$ cat src/rtl/ps2_pkg.sv
// Shared definitions for the PS/2 keyboard receiver.
// Contents: receive FSM state enum, frame bit constants and the default
// mid-frame timeout (2 ms at 18.432 MHz).
package ps2_pkg;

    typedef enum logic [1:0] {
        IDLE,
        DATA,
        PARITY,
        STOP
    } ps2_state_e;

    localparam logic        START_BIT       = 1'b0;
    localparam logic        STOP_BIT        = 1'b1;
    localparam int unsigned DATA_BITS       = 8;
    localparam int unsigned TIMEOUT_CYC_DEF = 36864;

endpackage

$ cat src/rtl/ps2_kbd_rx_if.sv
// Bus between the PS/2 receiver and its host (CPU read path / testbench).
// Signals:
//   KB_CLK, KB_DATA   raw PS/2 lines (asynchronous to CLK)
//   RD_STB            one-cycle pulse, pops the FIFO head
//   ERR_CLR           one-cycle pulse, clears the sticky error flags
//   RD_DATA           FIFO head, 0x00 when empty
//   RX_VALID          FIFO not empty
//   OVERRUN, PAR_ERR, FRM_ERR  sticky error flags
// Modports: master drives the lines and strobes, slave is the receiver.
interface ps2_kbd_rx_if;

    logic       KB_CLK;
    logic       KB_DATA;
    logic       RD_STB;
    logic       ERR_CLR;
    logic [7:0] RD_DATA;
    logic       RX_VALID;
    logic       OVERRUN;
    logic       PAR_ERR;
    logic       FRM_ERR;

    modport master (
        output KB_CLK, KB_DATA, RD_STB, ERR_CLR,
        input  RD_DATA, RX_VALID, OVERRUN, PAR_ERR, FRM_ERR
    );

    modport slave (
        input  KB_CLK, KB_DATA, RD_STB, ERR_CLR,
        output RD_DATA, RX_VALID, OVERRUN, PAR_ERR, FRM_ERR
    );

endinterface

$ cat src/rtl/kb_fifo.sv
// Synchronous first-word-fall-through FIFO.
// Ports:
//   clk, rst        clock, asynchronous active-high reset
//   push, push_data write request and data (ignored when full unless popping)
//   pop             read request (ignored when empty)
//   head            current head entry, all zeros when empty
//   full, empty     status
// Pointers carry one extra wrap bit so full and empty are distinguishable.
module kb_fifo #(
    parameter int unsigned DEPTH = 8,
    parameter int unsigned WIDTH = 8
) (
    input  logic             clk,
    input  logic             rst,
    input  logic             push,
    input  logic [WIDTH-1:0] push_data,
    input  logic             pop,
    output logic [WIDTH-1:0] head,
    output logic             full,
    output logic             empty
);

    localparam int unsigned AW = $clog2(DEPTH);

    logic [WIDTH-1:0] mem_q [DEPTH];
    logic [AW:0]      wr_ptr_q;
    logic [AW:0]      rd_ptr_q;
    logic             do_push;
    logic             do_pop;

    assign empty   = (wr_ptr_q == rd_ptr_q);
    assign full    = (wr_ptr_q[AW] != rd_ptr_q[AW]) &&
                     (wr_ptr_q[AW-1:0] == rd_ptr_q[AW-1:0]);
    assign do_pop  = pop && !empty;
    // A pop on a full FIFO frees the slot the push lands in on the same edge.
    assign do_push = push && (!full || do_pop);

    always_ff @(posedge clk or posedge rst) begin
        if (rst) begin
            wr_ptr_q <= '0;
            rd_ptr_q <= '0;
        end else begin
            if (do_push) wr_ptr_q <= wr_ptr_q + 1'b1;
            if (do_pop)  rd_ptr_q <= rd_ptr_q + 1'b1;
        end
    end

    always_ff @(posedge clk) begin
        if (do_push) mem_q[wr_ptr_q[AW-1:0]] <= push_data;
    end

    assign head = empty ? '0 : mem_q[rd_ptr_q[AW-1:0]];

endmodule

$ cat src/rtl/ps2_kbd_rx.sv
// PS/2 keyboard receiver front-end.
// Synchronises and deglitches KB_CLK/KB_DATA, deframes 11-bit frames
// (start, 8 data LSB first, odd parity, stop), and pushes good bytes into a
// FWFT FIFO whose head is presented on the read bus.
// Ports:
//   CLK   system clock
//   RST   asynchronous active-high reset
//   bus   ps2_kbd_rx_if.slave: PS/2 lines, read/clear strobes, data and flags
module ps2_kbd_rx
    import ps2_pkg::*;
#(
    parameter int unsigned FIFO_DEPTH  = 8,
    parameter int unsigned FILT_LEN    = 4,
    parameter int unsigned TIMEOUT_CYC = TIMEOUT_CYC_DEF
) (
    input logic         CLK,
    input logic         RST,
    ps2_kbd_rx_if.slave bus
);

    localparam int unsigned FW  = $clog2(FILT_LEN + 1);
    localparam logic [15:0] TMO = 16'(TIMEOUT_CYC);

    // Index 0 = KB_CLK, index 1 = KB_DATA.
    logic [1:0]    sync1_q;
    logic [1:0]    sync2_q;
    logic [1:0]    filt_q;
    logic [FW-1:0] fcnt_q [2];
    logic          clk_dly_q;
    logic          fall;
    logic          kb_data;

    ps2_state_e    state_q, state_d;
    logic [2:0]    bit_cnt_q, bit_cnt_d;
    logic [7:0]    shift_q, shift_d;
    logic          par_q, par_d;
    logic [15:0]   tmo_q, tmo_d;

    logic          push;
    logic          set_par;
    logic          set_frm;
    logic          set_ovr;
    logic          ovr_q, par_err_q, frm_err_q;
    logic          fifo_full;
    logic          fifo_empty;

    // Synchroniser plus saturating filter: a line only changes level after
    // FILT_LEN consecutive samples that disagree with the filtered value.
    always_ff @(posedge CLK or posedge RST) begin
        if (RST) begin
            sync1_q   <= 2'b11;
            sync2_q   <= 2'b11;
            filt_q    <= 2'b11;
            fcnt_q[0] <= '0;
            fcnt_q[1] <= '0;
            clk_dly_q <= 1'b1;
        end else begin
            sync1_q   <= {bus.KB_DATA, bus.KB_CLK};
            sync2_q   <= sync1_q;
            clk_dly_q <= filt_q[0];
            for (int i = 0; i < 2; i++) begin
                if (sync2_q[i] == filt_q[i]) begin
                    fcnt_q[i] <= '0;
                end else if (fcnt_q[i] == FW'(FILT_LEN - 1)) begin
                    filt_q[i] <= sync2_q[i];
                    fcnt_q[i] <= '0;
                end else begin
                    fcnt_q[i] <= fcnt_q[i] + 1'b1;
                end
            end
        end
    end

    assign fall    = clk_dly_q & ~filt_q[0];
    assign kb_data = filt_q[1];

    always_ff @(posedge CLK or posedge RST) begin
        if (RST) begin
            state_q   <= IDLE;
            bit_cnt_q <= '0;
            shift_q   <= '0;
            par_q     <= 1'b0;
            tmo_q     <= '0;
        end else begin
            state_q   <= state_d;
            bit_cnt_q <= bit_cnt_d;
            shift_q   <= shift_d;
            par_q     <= par_d;
            tmo_q     <= tmo_d;
        end
    end

    always_comb begin
        state_d   = state_q;
        bit_cnt_d = bit_cnt_q;
        shift_d   = shift_q;
        par_d     = par_q;
        push      = 1'b0;
        set_par   = 1'b0;
        set_frm   = 1'b0;

        if (state_q == IDLE || fall) tmo_d = '0;
        else                         tmo_d = tmo_q + 1'b1;

        unique case (state_q)
            IDLE: begin
                if (fall && kb_data == START_BIT) begin
                    bit_cnt_d = '0;
                    state_d   = DATA;
                end
            end
            DATA: begin
                if (fall) begin
                    shift_d   = {kb_data, shift_q[7:1]};
                    bit_cnt_d = bit_cnt_q + 1'b1;
                    if (bit_cnt_q == 3'(DATA_BITS - 1)) state_d = PARITY;
                end
            end
            PARITY: begin
                if (fall) begin
                    par_d   = kb_data;
                    state_d = STOP;
                end
            end
            STOP: begin
                if (fall) begin
                    state_d = IDLE;
                    if (kb_data != STOP_BIT)            set_frm = 1'b1;
                    else if (!(^{shift_q, par_q}))      set_par = 1'b1;
                    else                                push    = 1'b1;
                end
            end
            default: state_d = IDLE;
        endcase

        // Stalled mid-frame: abandon the partial byte.
        if (state_q != IDLE && !fall && tmo_q == TMO) begin
            state_d = IDLE;
            set_frm = 1'b1;
            push    = 1'b0;
            tmo_d   = '0;
        end
    end

    kb_fifo #(
        .DEPTH (FIFO_DEPTH),
        .WIDTH (8)
    ) u_fifo (
        .clk       (CLK),
        .rst       (RST),
        .push      (push),
        .push_data (shift_q),
        .pop       (bus.RD_STB),
        .head      (bus.RD_DATA),
        .full      (fifo_full),
        .empty     (fifo_empty)
    );

    // A simultaneous pop makes room, so that push is not an overrun.
    assign set_ovr = push & fifo_full & ~bus.RD_STB;

    // Sticky flags: a set on the same cycle as ERR_CLR wins.
    always_ff @(posedge CLK or posedge RST) begin
        if (RST) begin
            ovr_q     <= 1'b0;
            par_err_q <= 1'b0;
            frm_err_q <= 1'b0;
        end else begin
            ovr_q     <= set_ovr | (ovr_q     & ~bus.ERR_CLR);
            par_err_q <= set_par | (par_err_q & ~bus.ERR_CLR);
            frm_err_q <= set_frm | (frm_err_q & ~bus.ERR_CLR);
        end
    end

    assign bus.RX_VALID = ~fifo_empty;
    assign bus.OVERRUN  = ovr_q;
    assign bus.PAR_ERR  = par_err_q;
    assign bus.FRM_ERR  = frm_err_q;

endmodule
$ cat src/flat_wrapper.sv
// flat-port wrapper written by rule: the top's interface ports become plain ports
module ps2_kbd_rx_flat import ps2_pkg::*;
#(
    parameter int unsigned FIFO_DEPTH  = 8,
    parameter int unsigned FILT_LEN    = 4,
    parameter int unsigned TIMEOUT_CYC = TIMEOUT_CYC_DEF
)
  (CLK, RST, bus_KB_CLK, bus_KB_DATA, bus_RD_STB, bus_ERR_CLR, bus_RD_DATA, bus_RX_VALID, bus_OVERRUN, bus_PAR_ERR, bus_FRM_ERR);
  ps2_kbd_rx_if bus_i ();
  input logic CLK;
  input logic RST;
  input wire logic [$bits(bus_i.KB_CLK)-1:0] bus_KB_CLK;
  input wire logic [$bits(bus_i.KB_DATA)-1:0] bus_KB_DATA;
  input wire logic [$bits(bus_i.RD_STB)-1:0] bus_RD_STB;
  input wire logic [$bits(bus_i.ERR_CLR)-1:0] bus_ERR_CLR;
  output wire logic [$bits(bus_i.RD_DATA)-1:0] bus_RD_DATA;
  output wire logic [$bits(bus_i.RX_VALID)-1:0] bus_RX_VALID;
  output wire logic [$bits(bus_i.OVERRUN)-1:0] bus_OVERRUN;
  output wire logic [$bits(bus_i.PAR_ERR)-1:0] bus_PAR_ERR;
  output wire logic [$bits(bus_i.FRM_ERR)-1:0] bus_FRM_ERR;
  assign bus_i.KB_CLK = bus_KB_CLK;
  assign bus_i.KB_DATA = bus_KB_DATA;
  assign bus_i.RD_STB = bus_RD_STB;
  assign bus_i.ERR_CLR = bus_ERR_CLR;
  assign bus_RD_DATA = bus_i.RD_DATA;
  assign bus_RX_VALID = bus_i.RX_VALID;
  assign bus_OVERRUN = bus_i.OVERRUN;
  assign bus_PAR_ERR = bus_i.PAR_ERR;
  assign bus_FRM_ERR = bus_i.FRM_ERR;
  ps2_kbd_rx #(.FIFO_DEPTH(FIFO_DEPTH), .FILT_LEN(FILT_LEN), .TIMEOUT_CYC(TIMEOUT_CYC)) u_core (.CLK(CLK), .RST(RST), .bus(bus_i));
endmodule
$ cat config.mk
export PLATFORM = sky130hd
export DESIGN_NAME = ps2_kbd_rx_flat
export DESIGN_NICKNAME = d
export VERILOG_FILES = /design/src/rtl/ps2_pkg.sv /design/src/rtl/ps2_kbd_rx_if.sv /design/src/rtl/kb_fifo.sv /design/src/rtl/ps2_kbd_rx.sv /design/src/flat_wrapper.sv
export SDC_FILE = /design/constraint.sdc
export NUM_CORES = 1
export LEC_CHECK = 0
export ABC_AREA = 0
export BUFFER_PORTS_ARGS = -buffer_cell sky130_fd_sc_hd__buf_2
export CORE_MARGIN = 2
export CORE_UTILIZATION = 40
export CTS_CLUSTER_SIZE = 24
export DETAILED_ROUTE_END_ITERATION = 6
export GPL_TIMING_DRIVEN = 0
export HOLD_SLACK_MARGIN = 0.08
export SYNTH_ARGS = -nofsm -noshare
export SYNTH_HDL_FRONTEND = slang
export SYNTH_HIERARCHICAL = 1
export SYNTH_SLANG_ARGS = --single-unit
$ cat constraint.sdc
create_clock -name CLK -period 3.9 [get_ports CLK]
set_input_delay 0.195 -clock CLK [delete_from_list [all_inputs] [get_ports CLK]]
set_output_delay 0.195 -clock CLK [all_outputs]
set_load 0.02 [all_outputs]
==> flow_summary.toml <==
[status]
status = "completed"

[clock_tree]
htree_levels = 4
insertion_delay_ps = 410
cts_tree = "done"
cts_root_buf = "clkbuf_16"
clk_pin_slew_worst_paths_ps = 50
cts_buffers = 17
clock_path_buffers = 2
cts.sinks = 118
cts_resized = 0

[worst_setup_path]
critPathMaxFanout = 11
slowest_delay_ps = 1090
r2r_start = "u_core/shift_q[3]$_DFFE_PP0P_"
worst-endpoint-arrival_ps = 3550
cpMaxStageDelayCell = "nor3_1"
r2r_cells = 6
crit_type = "reg2reg"
critical_path_buf_inv_count = 0
r2r_slack_ps = 360
critPathCaptureType = "flip-flop"
path_cells = "xor2_1 -> xnor3_1 -> xnor2_1 -> nor2_1 -> nand2_1 -> nor3_1"
crit_family = "simple AND/OR/NAND/NOR gates"
reg2reg_to = "u_core/u_fifo/mem_q[5][0]$_DFFE_PP_"
critPathLaunchType = "flip-flop"
worstPathRequired_ps = 3920

[cells_and_area]
drive_above_1_share = 0.280
stdcell_count = 583
nFillCells = 1074
num_antenna_cells = 0
layout_commonest_cell = "edfxtp_1"
syn_to_final_growth_pct = 19.8
final_cell_mix = "edfxtp_1 (64), dfrtp_1 (47), nor2_1 (32)"
fin_nets = 416

[timing]
hold_violations = 0
tightest_slew_ps = 1340
setup_viol = 0
rsz0062_at_grt = "no"
period_share = 0.907
fin_crit_ps = 3540
max_freq_mhz = 283
fin_tns_setup_ps = 0
slew_headroom = 0.102
clock_skew_ps = 6.82
finalMaxSlewViolations = 0

[global_route]
grt_overflow = 0
grt_max_degree = 32
antenna_found_initial = 0
grt_pass1_vias = 3147
track_usage = 0.147
grt_pass1_wl_mm = 16.0

[job]
drv_cap = 0

[placement]
post-place-cells = 547
dp_hpwl_mm = 6.28
port_buffers = 17
gp_congestion = 0.804

[pwr]
pwr-share-clk = 0.368
leakage_nw = 2.50
pwr-share-seq = 0.359
swShare = 0.296
pwr-share-comb = 0.273
ir_drop_v = 0.000310
p_switching_mw = 1.34
internal_power_mw = 3.19
finalPower_mw = 4.53
p_per_area_nw_per_um2 = 716

[yosys]
synth_top_flop_cell = "edfxtp_1"
syn_inst = 354
synth.net_count = 372
ys_seq_area_frac = 0.621
ys_types = 63
synth.avg_cell_area_um2 = 14.9
synth_edf_count = 64
synth-async-reset-ratio = 0.458
ys_seq_elements = 118
syn_area_um2 = 5280
yosysWarnings = 6

[floorplanning]
die_area_um2 = 14100
floorplan.initialDensity = 0.414
core_area_um2 = 12800
pin_count = 18
die_y_um = 119
dieWidth_um = 119
core.rowCount = 41

[worst_hold_path]
hold_class = "in2reg"
worstHoldEndpoint = "u_core/bus.OVERRUN$_DFF_PP0_"
hp-start = "bus_RD_STB"
holdPathStages = 3

[routing]
drc = 0
avgViaCountPerCell = 5.14
routedWlPerCell_um = 16.1
dr.pass1.iters = 4
dr_total_vias = 2995
antenna_left = 0
drtIter0Drc = 181
wirelength_mm = 9.38
## how the worst max path moves through the flow
stage                     cells after the start  slack (ps)                           from                                  end
after global placement                        6        -100  u_core/shift_q[4]$_DFFE_PP0P_  u_core/u_fifo/mem_q[3][3]$_DFFE_PP_
after global routing                          6         190  u_core/shift_q[3]$_DFFE_PP0P_  u_core/u_fifo/mem_q[5][7]$_DFFE_PP_
final                                         6         360  u_core/shift_q[3]$_DFFE_PP0P_  u_core/u_fifo/mem_q[5][0]$_DFFE_PP_
after detailed placement                      6         330  u_core/shift_q[3]$_DFFE_PP0P_  u_core/u_fifo/mem_q[5][3]$_DFFE_PP_
after floorplan                               6         920  u_core/shift_q[3]$_DFFE_PP0P_  u_core/u_fifo/mem_q[3][0]$_DFFE_PP_
after CTS                                     6         330  u_core/shift_q[3]$_DFFE_PP0P_  u_core/u_fifo/mem_q[5][7]$_DFFE_PP_
## per-layer routing
layer  routed length, µm  global-route usage  vias to the layer above  part of all wire
li1                    -                   -                     1418                 -
met5                   0                   0                        -                 0
met2                4650               0.234                       53              0.50
met4                 100              0.0580                        0             0.011
met3                 320              0.0479                        7             0.034
met1                4310               0.187                     1517              0.46
## sequential cells by signal, summed over array words and instances, names as in the netlist
| signal | cells |
|---|---|
| u_core/bit_cnt_q | 3 |
| u_core/bus.FRM_ERR | 1 |
| u_core/bus.OVERRUN | 1 |
| u_core/bus.PAR_ERR | 1 |
| u_core/clk_dly_q | 1 |
| u_core/fcnt_q | 6 |
| u_core/filt_q | 2 |
| u_core/par_q | 1 |
| u_core/shift_q | 8 |
| u_core/state_q | 2 |
| u_core/sync1_q | 2 |
| u_core/sync2_q | 2 |
| u_core/tmo_q | 16 |
| u_core/u_fifo/mem_q | 64 |
| u_core/u_fifo/rd_ptr_q | 4 |
| u_core/u_fifo/wr_ptr_q | 4 |
## worst register-to-register path, cell delays in order (launching register included)
cell and delay (ps):
dfrtp_1 570, xor2_1 220, xnor3_1 430, xnor2_1 180, nor2_1 450, nand2_1 220
nor3_1 1090
## final cells by class
| cell class | instances | area [µm²] | share of cell area |
|---|---|---|---|
| Buffer | 11 | 70.1 | 0.0111 |
| Clock buffer | 19 | 433 | 0.0684 |
| Clock inverter | 13 | 204 | 0.0322 |
| Inverter | 13 | 48.8 | 0.00771 |
| Multi-Input combinational cell | 212 | 1910 | 0.301 |
| Sequential cell | 118 | 3280 | 0.519 |
| Tap cell | 172 | 215 | 0.0340 |
| Timing Repair Buffer | 25 | 168 | 0.0265 |
## cells by family after synthesis
| family | count (synthesis) | synth area share |
|---|---|---|
| AO/OA/AOI/OAI | 28 | 0.0410 |
| XOR/XNOR | 28 | 0.0568 |
| adder cells (fa/ha/maj) | 12 | 0.0284 |
| buffers and inverters | 24 | 0.0225 |
| flip-flops | 118 | 0.621 |
| multiplexers | 38 | 0.114 |
| AND/OR/NAND/NOR | 106 | 0.116 |
## timing repair
item / in CTS / in global routing
hold buffers: 4 / 0
endpoints found under the hold margin: 26 / 0
setup buffers: 0 / 0
## Yosys cell counts (4+ instances only)
library cell / count / area [µm²]
dfstp_2: 7 / 184
nand4_1: 7 / 43.8
o21ai_0: 4 / 20.0
nor3_1: 7 / 35.0
dfrtp_1: 47 / 1180
nand2b_1: 4 / 25.0
xnor2_1: 14 / 123
inv_1: 13 / 48.8
nand2_1: 14 / 52.6
xor2_1: 9 / 78.8
nor2_1: 32 / 120
mux4_2: 16 / 360
mux2i_1: 8 / 80.1
buf_2: 5 / 25.0
nand3_1: 6 / 30.0
nor2b_1: 4 / 25.0
mux2_2: 12 / 135
ha_1: 12 / 150
edfxtp_1: 64 / 1920
nor4_1: 4 / 25.0
## metrics by stage
stage                     hold slack, ps  worst slack [ps]  utilization  cell area, µm²
after floorplan                     10.7               919            -            5280
after global placement               177              -105        0.437            5580
after detailed placement             196               334        0.442            5640
after CTS                            118               325        0.495            6320
after global routing                 124               188        0.495            6330
final                                130               361        0.495            6330
## power groups by stage
stage	registers, mW	clock network [mW]	logic (mW)
floorplan	1.61	0	0.984
global placement	1.64	0	1.23
detailed placement	1.65	0	1.26
CTS	1.63	1.71	1.27
global route	1.65	1.77	1.37
finish	1.63	1.67	1.24
Note: power is estimated with default switching activity, not from simulation.
